`src/rtl/countdown_ctrl_if.sv`:
```
// countdown_ctrl_if: request/control and status bundle between a requesting agent and countdown_ctrl.
interface countdown_ctrl_if #(
    parameter int WIDTH      = 3,
    parameter int PRESCALE_W = 4
);
    logic                  req;
    logic [WIDTH-1:0]      load_val;
    logic [PRESCALE_W-1:0] prescale;
    logic                  pause;
    logic                  abort;
    logic                  ack;
    logic [WIDTH-1:0]      count;
    logic                  busy;
    logic                  done;

    modport master (
        output req, load_val, prescale, pause, abort,
        input  ack, count, busy, done
    );

    modport slave (
        input  req, load_val, prescale, pause, abort,
        output ack, count, busy, done
    );
endinterface

```
`src/rtl/countdown_ctrl.sv`:
```
// countdown_ctrl: req/ack-loaded prescaled down counter with pause, abort and terminal done pulse.
// Define COUNTDOWN_CTRL_AUTO_RELOAD_EN to reload lat_load at terminal count and keep running.
module countdown_ctrl #(
    parameter int WIDTH      = 3,
    parameter int PRESCALE_W = 4
) (
    input logic             clk,
    input logic             reset,
    countdown_ctrl_if.slave bus
);
    typedef enum logic [1:0] {IDLE, RUN, HOLD} state_t;

    state_t                state;
    logic [WIDTH-1:0]      count;
    logic [WIDTH-1:0]      lat_load;
    logic [PRESCALE_W-1:0] pre_cnt;
    logic [PRESCALE_W-1:0] lat_pre;
    logic                  ack;
    logic                  done;

    assign bus.ack   = ack;
    assign bus.done  = done;
    assign bus.count = count;
    assign bus.busy  = state != IDLE;

    always_ff @(posedge clk or posedge reset) begin
        if (reset) begin
            state    <= IDLE;
            count    <= '0;
            lat_load <= '0;
            pre_cnt  <= '0;
            lat_pre  <= '0;
            ack      <= 1'b0;
            done     <= 1'b0;
        end else begin
            ack  <= 1'b0;
            done <= 1'b0;
            case (state)
                IDLE: if (bus.req) begin
                    count    <= bus.load_val;
                    lat_load <= bus.load_val;
                    lat_pre  <= bus.prescale;
                    pre_cnt  <= '0;
                    ack      <= 1'b1;
                    state    <= RUN;
                end
                RUN: if (bus.abort) begin
                    state   <= IDLE;
                    count   <= '0;
                    pre_cnt <= '0;
                end else if (bus.pause) begin
                    state <= HOLD;
                end else if (pre_cnt == lat_pre) begin
                    pre_cnt <= '0;
                    if (count != '0) begin
                        count <= count - 1'b1;
                    end else begin
                        done <= 1'b1;
`ifdef COUNTDOWN_CTRL_AUTO_RELOAD_EN
                        count <= lat_load;
`else
                        state <= IDLE;
`endif
                    end
                end else begin
                    pre_cnt <= pre_cnt + 1'b1;
                end
                HOLD: if (bus.abort) begin
                    state   <= IDLE;
                    count   <= '0;
                    pre_cnt <= '0;
                end else if (!bus.pause) begin
                    state <= RUN;
                end
                default: state <= IDLE;
            endcase
        end
    end
endmodule

```
`src/flat_wrapper.sv`:
```
// flat-port wrapper written by rule: the top's interface ports become plain ports
module countdown_ctrl_flat 
#(
    parameter int WIDTH      = 3,
    parameter int PRESCALE_W = 4
)
  (clk, reset, bus_req, bus_load_val, bus_prescale, bus_pause, bus_abort, bus_ack, bus_count, bus_busy, bus_done);
  countdown_ctrl_if #(.WIDTH(WIDTH), .PRESCALE_W(PRESCALE_W)) bus_i ();
  input logic clk;
  input logic reset;
  input wire logic [$bits(bus_i.req)-1:0] bus_req;
  input wire logic [$bits(bus_i.load_val)-1:0] bus_load_val;
  input wire logic [$bits(bus_i.prescale)-1:0] bus_prescale;
  input wire logic [$bits(bus_i.pause)-1:0] bus_pause;
  input wire logic [$bits(bus_i.abort)-1:0] bus_abort;
  output wire logic [$bits(bus_i.ack)-1:0] bus_ack;
  output wire logic [$bits(bus_i.count)-1:0] bus_count;
  output wire logic [$bits(bus_i.busy)-1:0] bus_busy;
  output wire logic [$bits(bus_i.done)-1:0] bus_done;
  assign bus_i.req = bus_req;
  assign bus_i.load_val = bus_load_val;
  assign bus_i.prescale = bus_prescale;
  assign bus_i.pause = bus_pause;
  assign bus_i.abort = bus_abort;
  assign bus_ack = bus_i.ack;
  assign bus_count = bus_i.count;
  assign bus_busy = bus_i.busy;
  assign bus_done = bus_i.done;
  countdown_ctrl #(.WIDTH(WIDTH), .PRESCALE_W(PRESCALE_W)) u_core (.clk(clk), .reset(reset), .bus(bus_i));
endmodule
```
`config.mk`:
```
export PLATFORM = sky130hd
export DESIGN_NAME = countdown_ctrl_flat
export DESIGN_NICKNAME = d
export VERILOG_FILES = /design/src/rtl/countdown_ctrl_if.sv /design/src/rtl/countdown_ctrl.sv /design/src/flat_wrapper.sv
export SDC_FILE = /design/constraint.sdc
export NUM_CORES = 1
export LEC_CHECK = 0
export ABC_AREA = 1
export CAP_MARGIN = 20
export CORE_UTILIZATION = 50
export DETAILED_ROUTE_END_ITERATION = 16
export PLACE_DENSITY = 0.75
export SYNTH_ARGS = -nofsm -noshare
export SYNTH_HDL_FRONTEND = slang
export SYNTH_SLANG_ARGS = --single-unit
```
`constraint.sdc`:
```
create_clock -name clk -period 2.25 [get_ports clk]
set_clock_uncertainty 0.15 [all_clocks]
set_input_delay 0.45 -clock clk [delete_from_list [all_inputs] [get_ports clk]]
set_output_delay 0.45 -clock clk [all_outputs]
set_load 0.03 [all_outputs]
```
==> results of run 1 <==
-- synth_stat cells --
library cell,number
xnor2_1,1
inv_4,1
dfrtp_1,15
or2_4,1
a21oi_1,1
nand2_2,1
nand2_4,4
nor2_4,1
nor2_2,3
nand4_1,5
nand3_1,4
o21ai_0,7
nand3_2,3
o21ai_1,2
buf_8,1
nor2_1,4
clkinv_1,1
nor3_1,2
inv_2,5
and2_4,1
inv_1,14
ha_1,8
nand2_1,43
-- repair_timing --
action | 4_1_cts | 5_1_grt
setup endpoints to repair | 1 | 0
resized for setup | 1 | 0
buffers inserted | 0 | 0
endpoints found under the hold margin | 0 | 0
-- worst max-delay path by stage --
stage / start / to / slack, ns / depth (start not counted)
floorplan: u_core.state[0]$_DFFE_PP0P_ / u_core.bus.count[2]$_DFFE_PP0P_ / 0.54 / 10
global placement: u_core.state[0]$_DFFE_PP0P_ / bus_busy / 0.26 / 4
detailed placement: u_core.state[0]$_DFFE_PP0P_ / bus_busy / 0.21 / 4
CTS: u_core.state[0]$_DFFE_PP0P_ / bus_busy / 0.16 / 4
global route: u_core.state[0]$_DFFE_PP0P_ / bus_busy / 0.07 / 4
finish: u_core.state[0]$_DFFE_PP0P_ / bus_busy / 0.16 / 4
-- registers in the layout, summed over array words and instances (netlist names) --
name,flops
u_core.state,2
u_core.pre_cnt,4
u_core.bus.done,1
u_core.bus.ack,1
u_core.bus.count,3
u_core.lat_pre,4
-- layer usage --
metal	up-vias	global-route usage [%]	share of wire, %
met3	4	5.88	4.7
met4	0	8.57	1.5
met1	365	19.9	43
met2	20	36.4	51
li1	437	-	-
met5	-	0	0
-- critical path, stage by stage (launching register included) --
cell	delay, ns
dfrtp_1	0.42
inv_1	0.09
ha_1	0.23
inv_2	0.07
dlygate4sd2_1	0.39
-- report_power, final --
| part | internal [mW] | switching [mW] | total (mW) |
|---|---|---|---|
| combinational | 0.306 | 0.488 | 0.794 |
| clock | 0.0690 | 0.0885 | 0.158 |
| sequential | 0.359 | 0.0687 | 0.427 |
| total | 0.734 | 0.645 | 1.38 |
-- cell families (layout without fill, tap and decap cells) --
| group | after synthesis | after routing | synth area share (%) |
|---|---|---|---|
| AO/OA/AOI/OAI | 10 | 10 | 5.02 |
| XOR/XNOR | 1 | 1 | 0.878 |
| adder cells (fa/ha/maj) | 8 | 8 | 10.0 |
| buffers and inverters | 22 | 42 | 9.66 |
| flip-flops | 15 | 15 | 37.6 |
| AND/OR/NAND/NOR | 72 | 72 | 36.8 |
-- layout make-up --
cell class,instances,area share (%)
multi-input combinational,91,43.5
clock buffer,4,2.17
sequential,15,31.1
inverter,21,6.73
tap,25,2.59
timing repair buffer,17,14.0
==> reports/summary.md, run 1 <==
• outcome: finished, final reports clean
• most common cell after layout, fill and taps aside: nand2_1
• setup TNS after final layout: 0 ns
• normalized max-slew margin: 61.2%
• core area: 0.00180 mm²
• upper clock frequency limit: 0.479 GHz
• final routed DRC violation total: 0
• endpoints failing hold: 0
• sequential cell area: 375 µm²
• share of the yosys chip area belonging to registers: 37.6%
• placed cell areas: 0.00118 mm²
• Crit Path Category: reg -> out
• Placed Cells: 169
• Post-Place Setup Slack: 0.212 ns
• clk buf depth: 2
• leading post-synthesis cells by cell area: dfrtp_1 38%, nand2_1 16%, ha_1 10%, inv_1 5.3%, nand2_4 4.5%
• vias in the first global route: 719
• vias: 826
• count of port buffers added during placement: 17
• maximum number of pins on one net before global-route repair: 16
• area occupied by multi-input gates: 526 µm²
• clock root buffer: clkbuf_4
• RR Endpoint: u_core.bus.count[1]$_DFFE_PP0P_
• fraction of final layout cells sized beyond drive strength 1: 15.5%
• area share of the largest cell type after synthesis: 37.6%
• Cell variety after synth: 23
• overall die width: 46.7 µm
• class of the tightest hold or removal check: in -> async
• Final Setup Violations: 0
• final setup slack of the worst path: 0.162 ns
• fin util: 67.1%
• starting density of the core: 55.3%
• number of DRC violations after detailed-routing iteration 0: 13
• number of diodes: 0
• CTS Hold Buffers Added: 0
• cell count of the worst reg-to-reg path: 10
• final critical path time including I/O delays and setup: 2.09 ns
• Worst Hold Slack: 0.355 ns
• max-cap check violation count: 0
• cell accounting for the most synthesized area: dfrtp_1
• number of standard cells after synthesis: 128
• Non-Filler Instances: 173
• Syn-to-layout area delta: 21.2%
• Post-Synthesis Cell Area: 997 µm²
• TritonCTS clock tree: yes
• count of pins over their slew limit: 0
• Worst EP arrival: 1.49 ns
• element type at the critical path start: flip-flop
• cell row count: 15
• startpoint of the worst register-to-register path: u_core.state[1]$_DFFE_PP0P_
• syn_area_per_cell: 7.79 µm²
• total congestion overflow after global routing: 0
• global placement routability congestion: 0.841
• number of buffers added by the clock tree synthesis step: 3
• maximum fanout along the worst path: 5
• Worst IR Drop VDD: 606 µV
• length of the first detailed-routing pass in iterations: 4
• global router's overall resource usage: 19.6%
• antenna violation net count after detailed routing: 0
• Filler Cells Inserted: 158
• Warnings, synthesis: 0
• die height: 46.7 µm
• area of the die: 0.00218 mm²
• period utilisation layout: 92.8%
• number of sinks driven by the clock tree: 15
• number of antenna violations at the first check in global routing: 0
• average wire length per cell after detail routing: 10.3 µm
• total non-filler cell area in the finished layout: 0.00121 mm²
• routed vias/inst: 4.77
• clock slew seen by the registers of the worst setup and hold paths: 0.09 ns
• power density over the cells: 1140 mW/mm²
• final total power: 1.38 mW
• fin nets: 169
• count of boundary I/O pins: 18
• Post-Synthesis Net Count: 148
• register-to-register setup slack: 0.49 ns
• Worst Path Required: 1.65 ns
• HPWL after detailed placement: 1420 µm
• type of destination of the critical path: primary output
• leakage component of the power: 0.617 nW
• wire length of the first global-routing pass: 2890 µm
• setup repair after global routing missed its margin: no
• register bit count reported by yosys: 15
• total wire length after detailed routing: 1790 µm
• commonest cells after routing, fill and taps aside: 43 x nand2_1, 16 x clkdlybuf4s50_1, 15 x dfrtp_1
• transition time at the pin with the least slew margin: 0.581 ns
• worst-skew pair later-pin latency: 0.29 ns
• number of levels the H-tree was split into: 1
(Power assumes the default switching activity.)
==> inputs of run 2 (changes only) <==
- CAP_MARGIN: 20 -> 25
- GPL_TIMING_DRIVEN: unset -> 1
- SKIP_LAST_GASP: unset -> 1
==> results of run 2 <==
No change in the layout: final DEF, timing and power equal those of run 1.
==> inputs of run 3 (changes only) <==
- PLACE_DENSITY: 0.75 -> 0.8
==> reports/summary.md, run 3 (same netlist as run 1, synthesis figures left out) <==
• outcome: finished, final reports clean, unchanged
• global router's overall resource usage: 20.2%, was 19.6%
• vias in the first global route: 784, was 719
• die height: 46.7 µm, unchanged
• total congestion overflow after global routing: 0, unchanged
• global placement routability congestion: 0.816, was 0.841
• Worst Path Required: 1.65 ns, about the same
• fin util: 67.2%, was 67.1%
• post-cts repair resize count: 1, unchanged
• Syn-to-layout area delta: 21.3%, was 21.2%
• clk buf depth: 2, unchanged
• area occupied by multi-input gates: 526 µm², unchanged
• number of buffers added by the clock tree synthesis step: 3, unchanged
• number of levels the H-tree was split into: 1, unchanged
• final routed DRC violation total: 0, unchanged
• number of antenna violations at the first check in global routing: 0, unchanged
• final total power: 1.38 mW, about the same
• maximum fanout along the worst path: 5, unchanged
• Post-Place Setup Slack: 0.219 ns, was 0.212 ns
• worst-skew pair later-pin latency: 0.29 ns, about the same
• CTS Hold Buffers Added: 0, unchanged
• fin nets: 169, unchanged
• Crit Path Category: reg -> out, unchanged
• wire length of the first global-routing pass: 3110 µm, was 2890 µm
• element type at the critical path start: flip-flop, unchanged
• buffers inserted during post-CTS setup optimization: 0, unchanged
• final setup slack of the worst path: 0.154 ns, was 0.162 ns
• period utilisation layout: 93.1%, was 92.8%
• class of the tightest hold or removal check: in -> async, unchanged
• cell row count: 15, unchanged
• endpoints failing hold: 0, unchanged
• largest registers: u_core.lat_pre (4), u_core.pre_cnt (4), u_core.bus.count (3), unchanged
• count of port buffers added during placement: 17, unchanged
• type of destination of the critical path: primary output, unchanged
• TritonCTS clock tree: yes, unchanged
• fraction of final layout cells sized beyond drive strength 1: 16.2%, was 15.5%
• count of boundary I/O pins: 18, unchanged
• clock root buffer: clkbuf_4, unchanged
• setup repair after global routing missed its margin: no, unchanged
• maximum number of pins on one net before global-route repair: 16, unchanged
• cell count of the worst reg-to-reg path: 10, unchanged
• final critical path time including I/O delays and setup: 2.10 ns, was 2.09 ns
• count of pins over their slew limit: 0, unchanged
• upper clock frequency limit: 0.477 GHz, was 0.479 GHz
• Filler Cells Inserted: 157, was 158
• setup TNS after final layout: 0 ns, unchanged
• antenna violation net count after detailed routing: 0, unchanged
• leakage component of the power: 0.620 nW, was 0.617 nW
• vias: 848, was 826
• number of diodes: 0, unchanged
• most common cell after layout, fill and taps aside: nand2_1, unchanged
• routed vias/inst: 4.90, was 4.77
• Worst EP arrival: 1.50 ns, was 1.49 ns
• average wire length per cell after detail routing: 10.8 µm, was 10.3 µm
• total wire length after detailed routing: 1860 µm, was 1790 µm
• number of sinks driven by the clock tree: 15, unchanged
• max-cap check violation count: 0, unchanged
• Worst IR Drop VDD: 757 µV, was 606 µV
• sequential cell area: 375 µm², unchanged
• clock slew seen by the registers of the worst setup and hold paths: 0.10 ns, was 0.09 ns
• length of the first detailed-routing pass in iterations: 4, unchanged
• core area: 0.00180 mm², unchanged
• commonest cells after routing, fill and taps aside: 43 x nand2_1, 16 x clkdlybuf4s50_1, 15 x dfrtp_1, unchanged
• transition time at the pin with the least slew margin: 0.558 ns, was 0.581 ns
• starting density of the core: 55.3%, unchanged
• Final Setup Violations: 0, unchanged
• normalized max-slew margin: 62.7%, was 61.2%
• number of DRC violations after detailed-routing iteration 0: 11, was 13
• power density over the cells: 1140 mW/mm², about the same
• overall die width: 46.7 µm, unchanged
• HPWL after detailed placement: 1440 µm, was 1420 µm
• area of the die: 0.00218 mm², unchanged
[run 3: worst paths after layout]
kind | from | end | slack [ns]
min in group clk | u_core.bus.count[1]$_DFFE_PP0P_ | u_core.bus.count[1]$_DFFE_PP0P_ | 0.37
max reg2reg | u_core.state[1]$_DFFE_PP0P_ | u_core.bus.count[0]$_DFFE_PP0P_ | 0.49
min reg2reg | u_core.bus.count[1]$_DFFE_PP0P_ | u_core.bus.count[1]$_DFFE_PP0P_ | 0.37
max in group asynchronous | reset | u_core.state[0]$_DFFE_PP0P_ | 1.24
min | reset | u_core.pre_cnt[2]$_DFFE_PP0P_ | 0.34
max | u_core.state[0]$_DFFE_PP0P_ | bus_busy | 0.15
[run 3: layout make-up]
type,instances,area share (%)
Clock buffer,3,1.86
Sequential cell,15,31.0
Timing Repair Buffer,17,14.0
Tap cell,25,2.59
Multi-Input combinational cell,91,43.4
Clock inverter,1,0.414
Inverter,21,6.72
[run 3: worst max-delay path, cell delays in order (launching register included)]
cell and delay (ns):
dfrtp_1 0.43, inv_1 0.08, ha_1 0.24, inv_2 0.07, dlygate4sd2_1 0.39
[run 3: per-stage QoR]
| stage | std cells | cell area (µm²) | hold slack [ns] |
|---|---|---|---|
| 2_1_floorplan | 128 | 997 | 0.201 |
| 3_3_place_gp | 169 | 1180 | 0.343 |
| 3_5_place_dp | 169 | 1180 | 0.337 |
| 4_1_cts | 173 | 1210 | 0.373 |
| 5_1_grt | 173 | 1210 | 0.385 |
| 6_report | 173 | 1210 | 0.345 |
[run 3: layer usage]
layer | track usage (%) | vias to the layer above | routed length (µm)
li1 | - | 437 | -
met1 | 23.7 | 390 | 820
met4 | 5.71 | 0 | 19
met2 | 36.9 | 19 | 933
met5 | 0 | - | 0
met3 | 3.53 | 2 | 88
[run 3: report_power, final]
group          total [mW]  leakage, nW  internal [mW]  switching (mW)
Clock               0.159       0.0177         0.0662          0.0932
Sequential          0.427        0.195          0.358          0.0688
Combinational       0.797        0.407          0.306           0.491
Total                1.38        0.620          0.731           0.653
